## src/rtl/sys_rst_seq_if.sv

```systemverilog
// Reset-sequencer bus: MMCM lock and soft request in, ordered resets and status out.
// The master side is the sequencer itself; the slave side is the consumer of the resets.
interface sys_rst_seq_if;
  logic       locked;
  logic       soft_rst_req;
  logic       rst_core;
  logic       rst_periph;
  logic       sys_ready;
  logic [7:0] lock_loss_cnt;

  modport master (
    input  locked,
    input  soft_rst_req,
    output rst_core,
    output rst_periph,
    output sys_ready,
    output lock_loss_cnt
  );

  modport slave (
    output locked,
    output soft_rst_req,
    input  rst_core,
    input  rst_periph,
    input  sys_ready,
    input  lock_loss_cnt
  );
endinterface

```

## src/rtl/sys_rst_seq.sv

```systemverilog
// Lock-driven reset sequencer: waits for stable MMCM lock, releases core then peripheral reset.
// Define SYS_RST_SEQ_LOSS_CNT_EN to build the saturating lock-loss debug counter.
module sys_rst_seq #(
  parameter int STABLE_CYCLES = 1024,
  parameter int PERIPH_DELAY  = 16
) (
  input  logic          clk_100m,
  input  logic          rst,
  sys_rst_seq_if.master bus
);

  localparam int MAX_CNT = (STABLE_CYCLES > PERIPH_DELAY) ? STABLE_CYCLES : PERIPH_DELAY;
  localparam int CNT_W   = (MAX_CNT > 1) ? $clog2(MAX_CNT) : 1;
  localparam logic [CNT_W-1:0] STABLE_LAST = CNT_W'(STABLE_CYCLES - 1);
  localparam logic [CNT_W-1:0] PERIPH_LAST = CNT_W'(PERIPH_DELAY - 1);

  typedef enum logic [1:0] {
    WAIT_LOCK = 2'd0,
    STABLE    = 2'd1,
    REL_CORE  = 2'd2,
    RUN       = 2'd3
  } state_t;

  state_t           state_reg;
  logic [CNT_W-1:0] cnt_reg;
  logic             locked_meta_reg;
  logic             locked_s_reg;
  logic             rst_core_reg;
  logic             rst_periph_reg;
  logic             sys_ready_reg;

  // locked comes from the MMCM with no relation to clk_100m
  always_ff @(posedge clk_100m) begin
    if (rst) begin
      locked_meta_reg <= 1'b0;
      locked_s_reg    <= 1'b0;
    end else begin
      locked_meta_reg <= bus.locked;
      locked_s_reg    <= locked_meta_reg;
    end
  end

  // Outputs are loaded together with the next state so they are glitch-free flops.
  always_ff @(posedge clk_100m) begin
    if (rst) begin
      state_reg      <= WAIT_LOCK;
      cnt_reg        <= '0;
      rst_core_reg   <= 1'b1;
      rst_periph_reg <= 1'b1;
      sys_ready_reg  <= 1'b0;
    end else begin
      case (state_reg)
        WAIT_LOCK: begin
          cnt_reg <= '0;
          if (locked_s_reg) begin
            state_reg <= STABLE;
          end
        end
        STABLE: begin
          if (!locked_s_reg) begin
            state_reg <= WAIT_LOCK;
            cnt_reg   <= '0;
          end else if (cnt_reg == STABLE_LAST) begin
            state_reg    <= REL_CORE;
            cnt_reg      <= '0;
            rst_core_reg <= 1'b0;
          end else begin
            cnt_reg <= cnt_reg + CNT_W'(1);
          end
        end
        REL_CORE: begin
          if (!locked_s_reg || bus.soft_rst_req) begin
            state_reg      <= WAIT_LOCK;
            cnt_reg        <= '0;
            rst_core_reg   <= 1'b1;
            rst_periph_reg <= 1'b1;
            sys_ready_reg  <= 1'b0;
          end else if (cnt_reg == PERIPH_LAST) begin
            state_reg      <= RUN;
            cnt_reg        <= '0;
            rst_periph_reg <= 1'b0;
            sys_ready_reg  <= 1'b1;
          end else begin
            cnt_reg <= cnt_reg + CNT_W'(1);
          end
        end
        RUN: begin
          cnt_reg <= '0;
          if (!locked_s_reg || bus.soft_rst_req) begin
            state_reg      <= WAIT_LOCK;
            rst_core_reg   <= 1'b1;
            rst_periph_reg <= 1'b1;
            sys_ready_reg  <= 1'b0;
          end
        end
        default: begin
          state_reg      <= WAIT_LOCK;
          cnt_reg        <= '0;
          rst_core_reg   <= 1'b1;
          rst_periph_reg <= 1'b1;
          sys_ready_reg  <= 1'b0;
        end
      endcase
    end
  end

  assign bus.rst_core   = rst_core_reg;
  assign bus.rst_periph = rst_periph_reg;
  assign bus.sys_ready  = sys_ready_reg;

`ifdef SYS_RST_SEQ_LOSS_CNT_EN
  logic [7:0] loss_cnt_reg;
  logic       loss_event;

  // Only a loss after core release counts; a drop during STABLE is just an unsettled MMCM.
  assign loss_event = !locked_s_reg && ((state_reg == REL_CORE) || (state_reg == RUN));

  always_ff @(posedge clk_100m) begin
    if (rst) begin
      loss_cnt_reg <= 8'h00;
    end else if (loss_event && (loss_cnt_reg != 8'hFF)) begin
      loss_cnt_reg <= loss_cnt_reg + 8'h01;
    end
  end

  assign bus.lock_loss_cnt = loss_cnt_reg;
`else
  assign bus.lock_loss_cnt = 8'h00;
`endif

endmodule

```

## src/flat_wrapper.sv

```systemverilog
// flat-port wrapper written by rule: the top's interface ports become plain ports
module sys_rst_seq_flat 
#(
  parameter int STABLE_CYCLES = 1024,
  parameter int PERIPH_DELAY  = 16
)
  (clk_100m, rst, bus_locked, bus_soft_rst_req, bus_rst_core, bus_rst_periph, bus_sys_ready, bus_lock_loss_cnt);
  sys_rst_seq_if bus_i ();
  input  logic clk_100m;
  input  logic rst;
  input wire logic [$bits(bus_i.locked)-1:0] bus_locked;
  input wire logic [$bits(bus_i.soft_rst_req)-1:0] bus_soft_rst_req;
  output wire logic [$bits(bus_i.rst_core)-1:0] bus_rst_core;
  output wire logic [$bits(bus_i.rst_periph)-1:0] bus_rst_periph;
  output wire logic [$bits(bus_i.sys_ready)-1:0] bus_sys_ready;
  output wire logic [$bits(bus_i.lock_loss_cnt)-1:0] bus_lock_loss_cnt;
  assign bus_i.locked = bus_locked;
  assign bus_i.soft_rst_req = bus_soft_rst_req;
  assign bus_rst_core = bus_i.rst_core;
  assign bus_rst_periph = bus_i.rst_periph;
  assign bus_sys_ready = bus_i.sys_ready;
  assign bus_lock_loss_cnt = bus_i.lock_loss_cnt;
  sys_rst_seq #(.STABLE_CYCLES(STABLE_CYCLES), .PERIPH_DELAY(PERIPH_DELAY)) u_core (.clk_100m(clk_100m), .rst(rst), .bus(bus_i));
endmodule
```

## config.mk

```make
export PLATFORM = sky130hd
export DESIGN_NAME = sys_rst_seq_flat
export DESIGN_NICKNAME = d
export VERILOG_FILES = /design/src/rtl/sys_rst_seq_if.sv /design/src/rtl/sys_rst_seq.sv /design/src/flat_wrapper.sv
export SDC_FILE = /design/constraint.sdc
export NUM_CORES = 1
export LEC_CHECK = 0
export CAP_MARGIN = 10
export CORE_UTILIZATION = 53
export CTS_BUF_LIST = sky130_fd_sc_hd__clkbuf_2 sky130_fd_sc_hd__clkbuf_4 sky130_fd_sc_hd__clkbuf_8
export DETAILED_ROUTE_END_ITERATION = 7
export HOLD_SLACK_MARGIN = 0.06
export PLACE_DENSITY = 0.8
export SYNTH_ARGS = -nofsm -noshare
export SYNTH_HDL_FRONTEND = slang
export SYNTH_SLANG_ARGS = --single-unit
export TNS_END_PERCENT = 30
```

## constraint.sdc

```tcl
create_clock -name clk_100m -period 2.25 [get_ports clk_100m]
set_clock_uncertainty 0.2 [all_clocks]
set_input_delay 0.5625 -clock clk_100m [delete_from_list [all_inputs] [get_ports clk_100m]]
set_output_delay 0.5625 -clock clk_100m [all_outputs]
set_load 0.05 [all_outputs]
```

==> metrics <==
drt first pass iters 4; Syn Inst Count 94; synthesized cell area 863.3 µm²; IO Port Bufs 6; DRC 0; IO Pins 15; post-CTS setup buffers 0; Hold Crit Depth 1; clock share of power 32.7%; Largest stage delay, worst path 0.81 ns; largest net degree at the start of global routing 11; IR drop worst, VDD 0.4452 mV; hold buffers post-CTS 0; core area 1506 µm²; via count of the first global-routing pass 541; critical path's top delay family buffers and inverters; filler instances 137; Slowest-stage cell, CP clkdlybuf4s50_1; Crit. End Element primary output; PwrDens 565.8 nW/µm²; post-CTS sizing 0; final instance area 913.4 µm²; Crit Path Max Fanout 2; Total Routed Length 1.345 mm; reg2reg setup slack 0.27 ns; root cell of the clock tree clkbuf_4; Most used DFF post-synth dfxtp_1; register bit total from synthesis 17; dpl hpwl 981.9 µm; antenna diode instance count 0; Sequential Power Share 59.0%; Final Max Tran Viols 0; Setup TNS 0 ns; Max Freq 0.4509 GHz; final hold violations 0; EDFF count, synth 0; Psw 0.1385 mW; switching share of power 26.80%; global-route wire length before repair 2.242 mm; num rows 14; clock-pin slew on the worst setup and hold paths 0.10 ns; Seq/Total Area, Yosys 39.42%; Worst-Skew Late Latency 0.30 ns; post-route ant nets 0; MaxCap Viol Count 0; Die ar. 1794 µm²; DP Area 885.9 µm²; global route overflow 0; Min Hold Slack 0.2595 ns; R2R cell count 5; yosys warns 0; area grow syn2layout 5.797%; highest-count cells in the layout ignoring fill and taps 17 x dfxtp_1, 13 x nor2_1, 8 x conb_1, 6 x nand2_1; Hold Path End u_core.locked_s_reg$_SDFF_PP0_; Buf+Inv Stages, Crit Path 1; TritonCTS clock tree yes; critical-path cell list clkdlybuf4s50_1; Worst Max-Slew Pin Slew 0.4985 ns; Die X 42.36 µm; status finished clean; routed vias/inst 5.517; Num CTS Buffers 3; H-tree levels 1; Initial Utilization 57.31%; Die Ht 42.36 µm; Pint 0.3783 mW; syn avg cell area 9.184 µm²; Async S/R FF share, synth 0%; clock sink count 17; nets@finish 106; normalized max-slew margin 66.66%; crit path DAT 1.46 ns; Static Leakage 0.3236 nW; final setup fails 0; Total GRT Usage 16.50%; WL/cell 11.59 µm; initial antenna violation count 0; WP depth 1; startpoint of the worst hold path u_core.locked_meta_reg$_SDFF_PP0_; crit path time final 2.218 ns; CP required 1.49 ns; RR Startpoint u_core.cnt_reg[0]$_SDFF_PP0_; Vias 640; layout cell share with drive strength beyond 1 10.00%; Placer Congestion 0.7567; commonest non-fill, non-tap cell in the layout dfxtp_1; Yosys cell types 33; Combinational Power Share 8.3%; R2R Path End u_core.state_reg[0]$_SDFFE_PP0P_; RSZ-0062 raised after global routing no; Longest Clk Path Bufs 2; Tightest Hold Check Type flop to flop; max reg flops 10; fin crit share 98.56%; initial DRC count 13; Worst setup SP type flop; crit path kind flop to primary output
## power groups by stage
stage	Sequential (mW)	Combinational (mW)	Clock (mW)
6_report	0.305	0.0429	0.169
5_1_grt	0.305	0.0451	0.179
4_1_cts	0.305	0.0427	0.172
3_5_place_dp	0.312	0.0427	0
3_3_place_gp	0.312	0.0423	0
2_1_floorplan	0.311	0.0460	0
## worst max-delay path by stage
stage,from,to
4_1_cts,u_core.bus.sys_ready$_SDFFE_PP0P_,bus_sys_ready
3_3_place_gp,bus_soft_rst_req,u_core.cnt_reg[6]$_SDFF_PP0_
5_1_grt,u_core.bus.sys_ready$_SDFFE_PP0P_,bus_sys_ready
3_5_place_dp,bus_soft_rst_req,u_core.cnt_reg[5]$_SDFF_PP0_
6_report,u_core.bus.sys_ready$_SDFFE_PP0P_,bus_sys_ready
2_1_floorplan,u_core.cnt_reg[0]$_SDFF_PP0_,u_core.state_reg[0]$_SDFFE_PP0P_
## metrics by stage
| stage | setup WS (ns) | std cells | power, mW | util (%) |
|---|---|---|---|---|
| 2_1_floorplan | 0.5099 | 101 | 0.3572 | - |
| 3_3_place_gp | 0.2343 | 112 | 0.3540 | 58.80 |
| 3_5_place_dp | 0.1769 | 112 | 0.3544 | 58.80 |
| 4_1_cts | 0.02543 | 116 | 0.5196 | 60.63 |
| 5_1_grt | 0.002551 | 116 | 0.5293 | 60.63 |
| 6_report | 0.03237 | 116 | 0.5167 | 60.63 |
## area by class of cell
class                           instances  area [µm²]  share of cell area [%]
Clock buffer                            3       22.52                   2.466
Clock inverter                          1       5.005                  0.5479
Inverter                                3       11.26                   1.233
Multi-Input combinational cell         70       456.7                   50.00
Sequential cell                        17       340.3                   37.26
Tap cell                               16       20.02                   2.192
Timing Repair Buffer                    6       57.56                   6.301
## synthesized netlist by cell type (2+ instances only)
cell	n	area, µm²
a21oi_1	2	10.01
and3_1	2	12.51
buf_2	2	10.01
buf_4	8	60.06
dfxtp_1	17	340.3
inv_1	3	11.26
nand2_1	6	22.52
nand3_1	3	15.01
nand4_1	3	18.77
nor2_1	13	48.80
nor2b_1	3	18.77
nor3_1	4	20.02
o21ai_1	2	10.01
xnor2_1	5	43.79
xor2_1	3	26.28
## per-layer routing
| layer | track usage [%] | wire length [µm] |
|---|---|---|
| met5 | 0 | 0 |
| met4 | 9.375 | 24 |
| met3 | 3.879 | 88 |
| met2 | 24.31 | 589 |
| met1 | 22.01 | 644 |
## kinds of logic after synthesis
kind of cell	synth area share, %
simple gates	26.52
flops	39.42
buf+inv	10.72
compound gates	12.03
xor+xnor	8.116
fa+ha+maj	1.449
other cells	0.4344
mux	1.304
Note: power is estimated with default switching activity, not from simulation.
